File: config.mk
export PLATFORM = sky130hd
export DESIGN_NAME = uart_rx_ctrl
export DESIGN_NICKNAME = d
export VERILOG_FILES = /design/src/rtl/uart_rx_ctrl.sv
export SDC_FILE = /design/constraint.sdc
export NUM_CORES = 1
export LEC_CHECK = 0
export ABC_AREA = 0
export BUFFER_PORTS_ARGS = -buffer_cell sky130_fd_sc_hd__buf_2
export CORE_ASPECT_RATIO = 1.4
export CORE_MARGIN = 1.5
export CORE_UTILIZATION = 55
export CTS_CLUSTER_DIAMETER = 120
export CTS_CLUSTER_SIZE = 25
export DETAILED_ROUTE_END_ITERATION = 7
export GPL_TIMING_DRIVEN = 0
export PLACE_DENSITY = 0.75
export SYNTH_ARGS = -nofsm -noshare
export SYNTH_HDL_FRONTEND = slang
export SYNTH_SLANG_ARGS = --single-unit
File: constraint.sdc
create_clock -name clk -period 5.05 [get_ports clk]
set_input_delay 0.7575 -clock clk [delete_from_list [all_inputs] [get_ports clk]]
set_output_delay 0.7575 -clock clk [all_outputs]
set_load 0.02 [all_outputs]
File: src/rtl/uart_rx_ctrl.sv
// uart_rx_ctrl: baud tick generation, byte assembly and FWFT byte FIFO behind uart_sampler
module uart_rx_ctrl #(
  parameter int CLK_FREQ_HZ = 25_000_000,
  parameter int BAUD_RATE   = 115_200,
  parameter int FIFO_DEPTH  = 4
) (
  input  logic                          clk,
  input  logic                          rst_n,
  input  logic                          s_align,
  input  logic                          s_busy,
  input  logic                          s_bit_valid,
  input  logic                          s_bit_data,
  input  logic                          s_frame_done,
  input  logic                          s_framing_error,
  output logic                          tick,
  output logic [7:0]                    m_data,
  output logic                          m_valid,
  input  logic                          m_ready,
  input  logic                          clr_status,
  output logic                          overrun,
  output logic [7:0]                    frame_err_cnt,
  output logic [$clog2(FIFO_DEPTH):0]   fifo_level
);
  localparam int DIV  = CLK_FREQ_HZ / BAUD_RATE;
  localparam int HALF = DIV / 2;
  localparam int CW   = $clog2(DIV);
  localparam int PW   = $clog2(FIFO_DEPTH);
  localparam int LW   = PW + 1;

  logic [CW-1:0] cnt_q, cnt_d;
  logic          tick_q, tick_d;
  logic [7:0]    shreg_q, shreg_d;
  logic [3:0]    bitcnt_q, bitcnt_d;
  logic [PW-1:0] wptr_q, wptr_d, rptr_q, rptr_d;
  logic [LW-1:0] level_q, level_d;
  logic          ovr_q, ovr_d;
  logic [7:0]    err_q, err_d;
  logic [7:0]    mem [FIFO_DEPTH];
  logic          pop, push, full, good;

  // Baud timer: align reloads half a bit so ticks land mid-bit, then one tick per DIV while busy
  always_comb begin
    tick_d = !s_align && s_busy && (cnt_q == '0);
    cnt_d  = s_align ? CW'(HALF - 1) : !s_busy ? cnt_q : tick_d ? CW'(DIV - 1) : cnt_q - 1'b1;
  end

  // Byte assembly LSB-first, plus frame commit, FIFO bookkeeping and status next-state
  always_comb begin
    shreg_d  = s_bit_valid ? {s_bit_data, shreg_q[7:1]} : shreg_q;
    bitcnt_d = s_align ? 4'd0 : s_bit_valid ? bitcnt_q + 4'd1 : bitcnt_q;
    pop      = m_valid & m_ready;
    full     = level_q == LW'(FIFO_DEPTH);
    good     = s_frame_done & ~s_framing_error & (bitcnt_q == 4'd8);
    push     = good & (~full | pop);
    wptr_d   = wptr_q + PW'(push);
    rptr_d   = rptr_q + PW'(pop);
    level_d  = level_q + LW'(push) - LW'(pop);
    ovr_d    = clr_status ? 1'b0 : ovr_q | (good & full & ~pop);
    err_d    = clr_status ? 8'd0 : err_q + {7'd0, s_frame_done & s_framing_error & (err_q != 8'hFF)};
  end

  // State registers with asynchronous active-low reset
  always_ff @(posedge clk or negedge rst_n) begin
    if (!rst_n) begin
      cnt_q    <= '0;
      tick_q   <= 1'b0;
      shreg_q  <= '0;
      bitcnt_q <= '0;
      wptr_q   <= '0;
      rptr_q   <= '0;
      level_q  <= '0;
      ovr_q    <= 1'b0;
      err_q    <= '0;
    end else begin
      cnt_q    <= cnt_d;
      tick_q   <= tick_d;
      shreg_q  <= shreg_d;
      bitcnt_q <= bitcnt_d;
      wptr_q   <= wptr_d;
      rptr_q   <= rptr_d;
      level_q  <= level_d;
      ovr_q    <= ovr_d;
      err_q    <= err_d;
    end
  end

  // FIFO storage; contents need no reset because the level gates visibility
  always_ff @(posedge clk) begin
    if (push) mem[wptr_q] <= shreg_q;
  end

  assign tick          = tick_q;
  assign m_valid       = level_q != '0;
  assign m_data        = m_valid ? mem[rptr_q] : 8'd0;
  assign overrun       = ovr_q;
  assign frame_err_cnt = err_q;
  assign fifo_level    = level_q;
endmodule
Yosys cells after proc, flatten, opt, wreduce, memory -nomap -nowiden
Memories as Yosys holds them, arrays and structs flattened.
Index checks and enable logic that the tools add are counted.
- flip-flop bits (word level): 37
- bits in latches: 0
- RAM bits: 32
- memory bits (read-only): 0
- input port bits: 10
- word-level logic and storage cells: 50
- memories: 1
- memory list (memory ; words ; width ; read ports ; clocked after Yosys merged registers in ; write ports ; line ; RTL):
    mem ; 4 ; 8 ; 1 ; 0 ; 1 ; 38 ; logic [7:0] mem [FIFO_DEPTH];
- add/subtract/negate cells: 7
- $mul: 0
- div/mod/pow operators: 0
- $lt $le $gt $ge: 0
- eq/ne operators: 3
- shift-type cells: 0
- mux-type cells: 10
- bitwise gates (word level): 13
- reductions and logical operators: 7
- operators by type and width (cell ; count):
    $mux 8 ; 5
    $add 8x1->8 ; 1
    $and 1x1->1 ; 8
    $logic_not 8->1 ; 1
    $mux 4 ; 2
    $ne 8x8->1 const B ; 1
    $sub 8x1->8 const B ; 1
    $add 2x1->2 ; 2
    $add 4x1->4 const B ; 1
    $eq 4x4->1 const B ; 1
    $reduce_bool 2->1 ; 2
    $add 3x1->3 ; 1
    $eq 3x3->1 const B ; 1
    $mux 1 ; 3
    $not 1->1 ; 3
    $reduce_bool 3->1 ; 1
    $sub 3x1->3 ; 1
    $logic_and 1x1->1 ; 2
    $or 1x1->1 ; 2
    $logic_not 1->1 ; 1

Longest topological paths before layout
- depth in word-level cells: 7
- mapped depth: 9

Worst setup path after synthesis
Ideal clock, no wire load.
- kind: input-to-reg
- start: input s_framing_error
- end: register level_q[2] (netlist: fifo_level[2])
- library setup time: 0.130 ns
- arrival: 2.447 ns
- required time: 4.920 ns
- slack: 2.473 ns
- cell stages on the path: 8
- buffers on the path: 0
- path through: nor4bb_1 -> nand3b_1 -> ha_1 -> inv_1 -> ha_1 -> fa_1 -> xor2_1 -> xnor2_1
- cells in the longest elaborated chain, start to end: 6
- ends and longest elaborated chain (element ; line ; RTL):
    start: declaration ; 14 ; input logic s_framing_error,
    $not 1->1 ; 53 ; good = s_frame_done & ~s_framing_error & (bitcnt_q == 4'd8);
    $and 1x1->1 (2 in series) ; 53 ;
    $and 1x1->1 ; 54 ; push = good & (~full | pop);
    $add 3x1->3 ; 57 ; level_d = level_q + LW'(push) - LW'(pop);
    $sub 3x1->3 ; 57 ;
    via level_d[2] ; 35 ; logic [LW-1:0] level_q, level_d;
    end signal: assignment ; 81 ; level_q <= level_d;
    end: declaration ; 35 ;
The timed path passes the listed nets, and every way through them passes these cells.
A chain may end at the register's enable or synchronous reset.

Worst setup path in the final report
- start: register level_q[2] (netlist: fifo_level[2])
- end: register level_q[2] (netlist: fifo_level[2])
- cells in the longest elaborated chain, start to end: 6
- ends and longest elaborated chain (element ; line):
    $reduce_bool 3->1 or $eq 3x3->1 (tied branches) ; 93, 52
    $and 1x1->1 or $not 1->1 (tied branches) ; 51, 54
    $or 1x1->1 ; 54
    $and 1x1->1 ; 54
    $add 3x1->3 ; 57
    $sub 3x1->3 * ; 57
    via level_d[2] ; 35
The timed path passes the listed nets; every way through them passes the cells marked *.

==> flow_metrics.env <==
export IMPL_finalHoldViolations=0
export IMPL_arrival_ps=3010
export IMPL_synth_area_mm2=0.00298
export IMPL_holdBufCountCts=0
export IMPL_route_met3_wl_um=173
export IMPL_insertion_delay_ps=330
export IMPL_drt_met1_wl_um=2120
export IMPL_ys_seq_elements=69
export IMPL_drive_above_1_share_pct=27.2
export IMPL_post_cts_setup_buffers=0
export IMPL_clockBufferDepth=2
export IMPL_crit_required_ps=5270
export IMPL_crit_fanout=10
export IMPL_fin_ws_ps=2260
export IMPL_grt_first_pass_wirelength_um=8060
export IMPL_whs_ps=495
export IMPL_cts_tree="done"
export IMPL_viasPerCell=5.39
export IMPL_rsz0062_at_grt="false"
export IMPL_dr_first_iter_drc_count=46
export IMPL_critPathKind="reg2reg"
export IMPL_ant_nets=0
export IMPL_yosysTopAreaCellShare_pct=32.2
export IMPL_diodes=0
export IMPL_p_per_area_mw_per_mm2=451
export IMPL_first_global_vias=1678
export IMPL_postSynth_asyncResetShare_pct=53.6
export IMPL_nets=269
export IMPL_placed_area_mm2=0.00321
export IMPL_io_pins=32
export IMPL_gr_total_overflow=0
export IMPL_drv_cap=0
export IMPL_worstHoldPathType="reg2reg"
export IMPL_synth_area_leader_cell="edfxtp_1"
export IMPL_track_usage_pct=18.4
export IMPL_ir_drop_mv=0.223
export IMPL_cp_start_kind="flop"
export IMPL_fin_tns_setup_ps=0
export IMPL_fp_dieW_um=65.2
export IMPL_clk_pin_slew_worst_paths_ps=70
export IMPL_cts_buffers=9
export IMPL_fin_crit_ps=2790
export IMPL_num_rows=31
export IMPL_timing_slew_headroom_pct=14.6
export IMPL_initial_utilization_pct=57.4
export IMPL_synth_edf_count=32
export IMPL_met2WireLength_um=2510
export IMPL_io_buffers=29
export IMPL_status="finished clean"
export IMPL_synth_nets=229
export IMPL_critPathCaptureType="flop"
export IMPL_gp_congestion=0.826
export IMPL_syn_to_final_growth_pct=15.1
export IMPL_ys_types=44
export IMPL_netlist_instances=209
export IMPL_worst_clock_skew_ps=9.28
export IMPL_yosys_top_cells_area="edfxtp_1, dfrtp_1, mux4_2"
export IMPL_dpl_hpwl_um=3230
export IMPL_final_area_mm2=0.00343
export IMPL_grt_max_degree=38
export IMPL_syn_avg_cell_area_um2=14.3
export IMPL_p_leak_nw=1.41
export IMPL_dr_pass1_iters=4
export IMPL_period_share_pct=55.3
export IMPL_core_area_mm2=0.00520
export IMPL_fmax_ghz=0.358
export IMPL_dpl_worst_slack_ps=1960
export IMPL_drc=0
export IMPL_antenna_found_initial=0
export IMPL_htreeDepth=3
export IMPL_root_buffer="clkbuf_8"
export IMPL_cts_resized_gates=0
export IMPL_worstMarginPinSlew_ps=1270
export IMPL_synth_flop_cell="dfrtp_1"
export IMPL_wl_per_cell_um=15.3
export IMPL_dr_total_vias=1726
export IMPL_yosysWarnings=0
export IMPL_setup_viol=0
export IMPL_dieArea_mm2=0.00588
export IMPL_maxUsedRoutingLayer="met4"
export IMPL_finalWirelength_um=4890
export IMPL_drv_slew=0
export IMPL_clkSinkCount=69
export IMPL_ys_seq_area_share_pct=63.3
export IMPL_fp_dieH_um=90.1
critical path: stages, from the launching register on:
cell	delay [ps]
dfrtp_1	410
nor3_1	890
nor2b_1	160
ha_1	330
inv_1	40
ha_1	190
fa_1	380
xor2_1	160
xnor2_1	120
cell usage after synthesis (all sizes together), types with 2 or more instances:
master  instances
o21ai           5
nor4b           2
nand3           6
nand4           3
edfxtp         32
a21oi           5
nor2b          12
xor2            7
nor2           10
or3b            2
inv            15
or3             4
dfrtp          37
nor3            9
nand2           3
mux4            8
o211ai          2
xnor2           4
ha              9
mux2            8
clkbuf          5
cell type report:
cell class                 count  area (um2)
timing repair buffer          29         145
fill                         413        1770
inverter                      15        56.3
multi-input combinational    119        1010
clock inverter                 7        97.6
tap                           66        82.6
sequential                    69        1890
buffer                         6        25.0
clock buffer                   9         124
placed cells by master (no fill, tap or decap), types with 3 or more instances in the layout:
cell type	count
inv_1	15
mux2_2	8
a21oi_1	5
xor2_1	7
dfrtp_1	37
nand3_1	6
xnor2_1	4
or3_1	4
clkbuf_8	9
edfxtp_1	32
ha_1	9
nand2_1	3
nor3_1	9
o21ai_0	5
clkbuf_1	4
nand4_1	3
nor2_1	10
buf_2	30
mux4_2	8
nor2b_1	12
kinds of logic after synthesis:
group                      share of synthesized area [%]
adders and majority gates                           4.45
and+or+nand+nor                                     12.3
AOI/OAI and AO/OA                                   4.57
xor gates and xnor gates                            3.23
muxes                                               9.40
DFF                                                 63.3
buffers and inverters                               2.73
registers in the layout, summed over array words and instances, names as in the netlist:
| name | cells |
|---|---|
| tick | 1 |
| shreg_q | 8 |
| overrun | 1 |
| mem | 32 |
| fifo_level | 3 |
| bitcnt_q | 4 |
| cnt_q | 8 |
| frame_err_cnt | 8 |
| rptr_q | 2 |
| wptr_q | 2 |
report_power, final:
group,switching [W],internal (W)
combinational,0.000196,0.000167
clock,0.000207,0.000279
sequential,0.0000476,0.000651
total,0.000450,0.00110
metrics by stage:
stage          total power [W]  util (%)  instances
6_report               0.00155      66.0        320
5_1_grt                0.00162      66.0        320
4_1_cts                0.00156      66.0        320
3_5_place_dp           0.00108      61.7        304
3_3_place_gp           0.00107      61.7        304
2_1_floorplan         0.000973         -        209
routing by layer:
| layer | global-route usage (%) | vias to the layer above |
|---|---|---|
| li1 | - | 846 |
| met1 | 23.7 | 828 |
| met2 | 29.7 | 43 |
| met3 | 4.26 | 9 |
| met4 | 7.81 | 0 |
| met5 | 0 | - |
final timing paths:
check	startpoint	end	slack (ps)	depth (start not counted)
setup / recovery	fifo_level[2]	fifo_level[2]	2260	8
hold / removal	overrun	overrun	490	2
min in group asynchronous	rst_n	frame_err_cnt[4]	520	1
setup reg to reg	fifo_level[2]	fifo_level[2]	2260	8
hold reg to reg	overrun	overrun	490	2
max in group asynchronous	rst_n	shreg_q[4]	4000	1
Power figures use the tool's default switching activity.
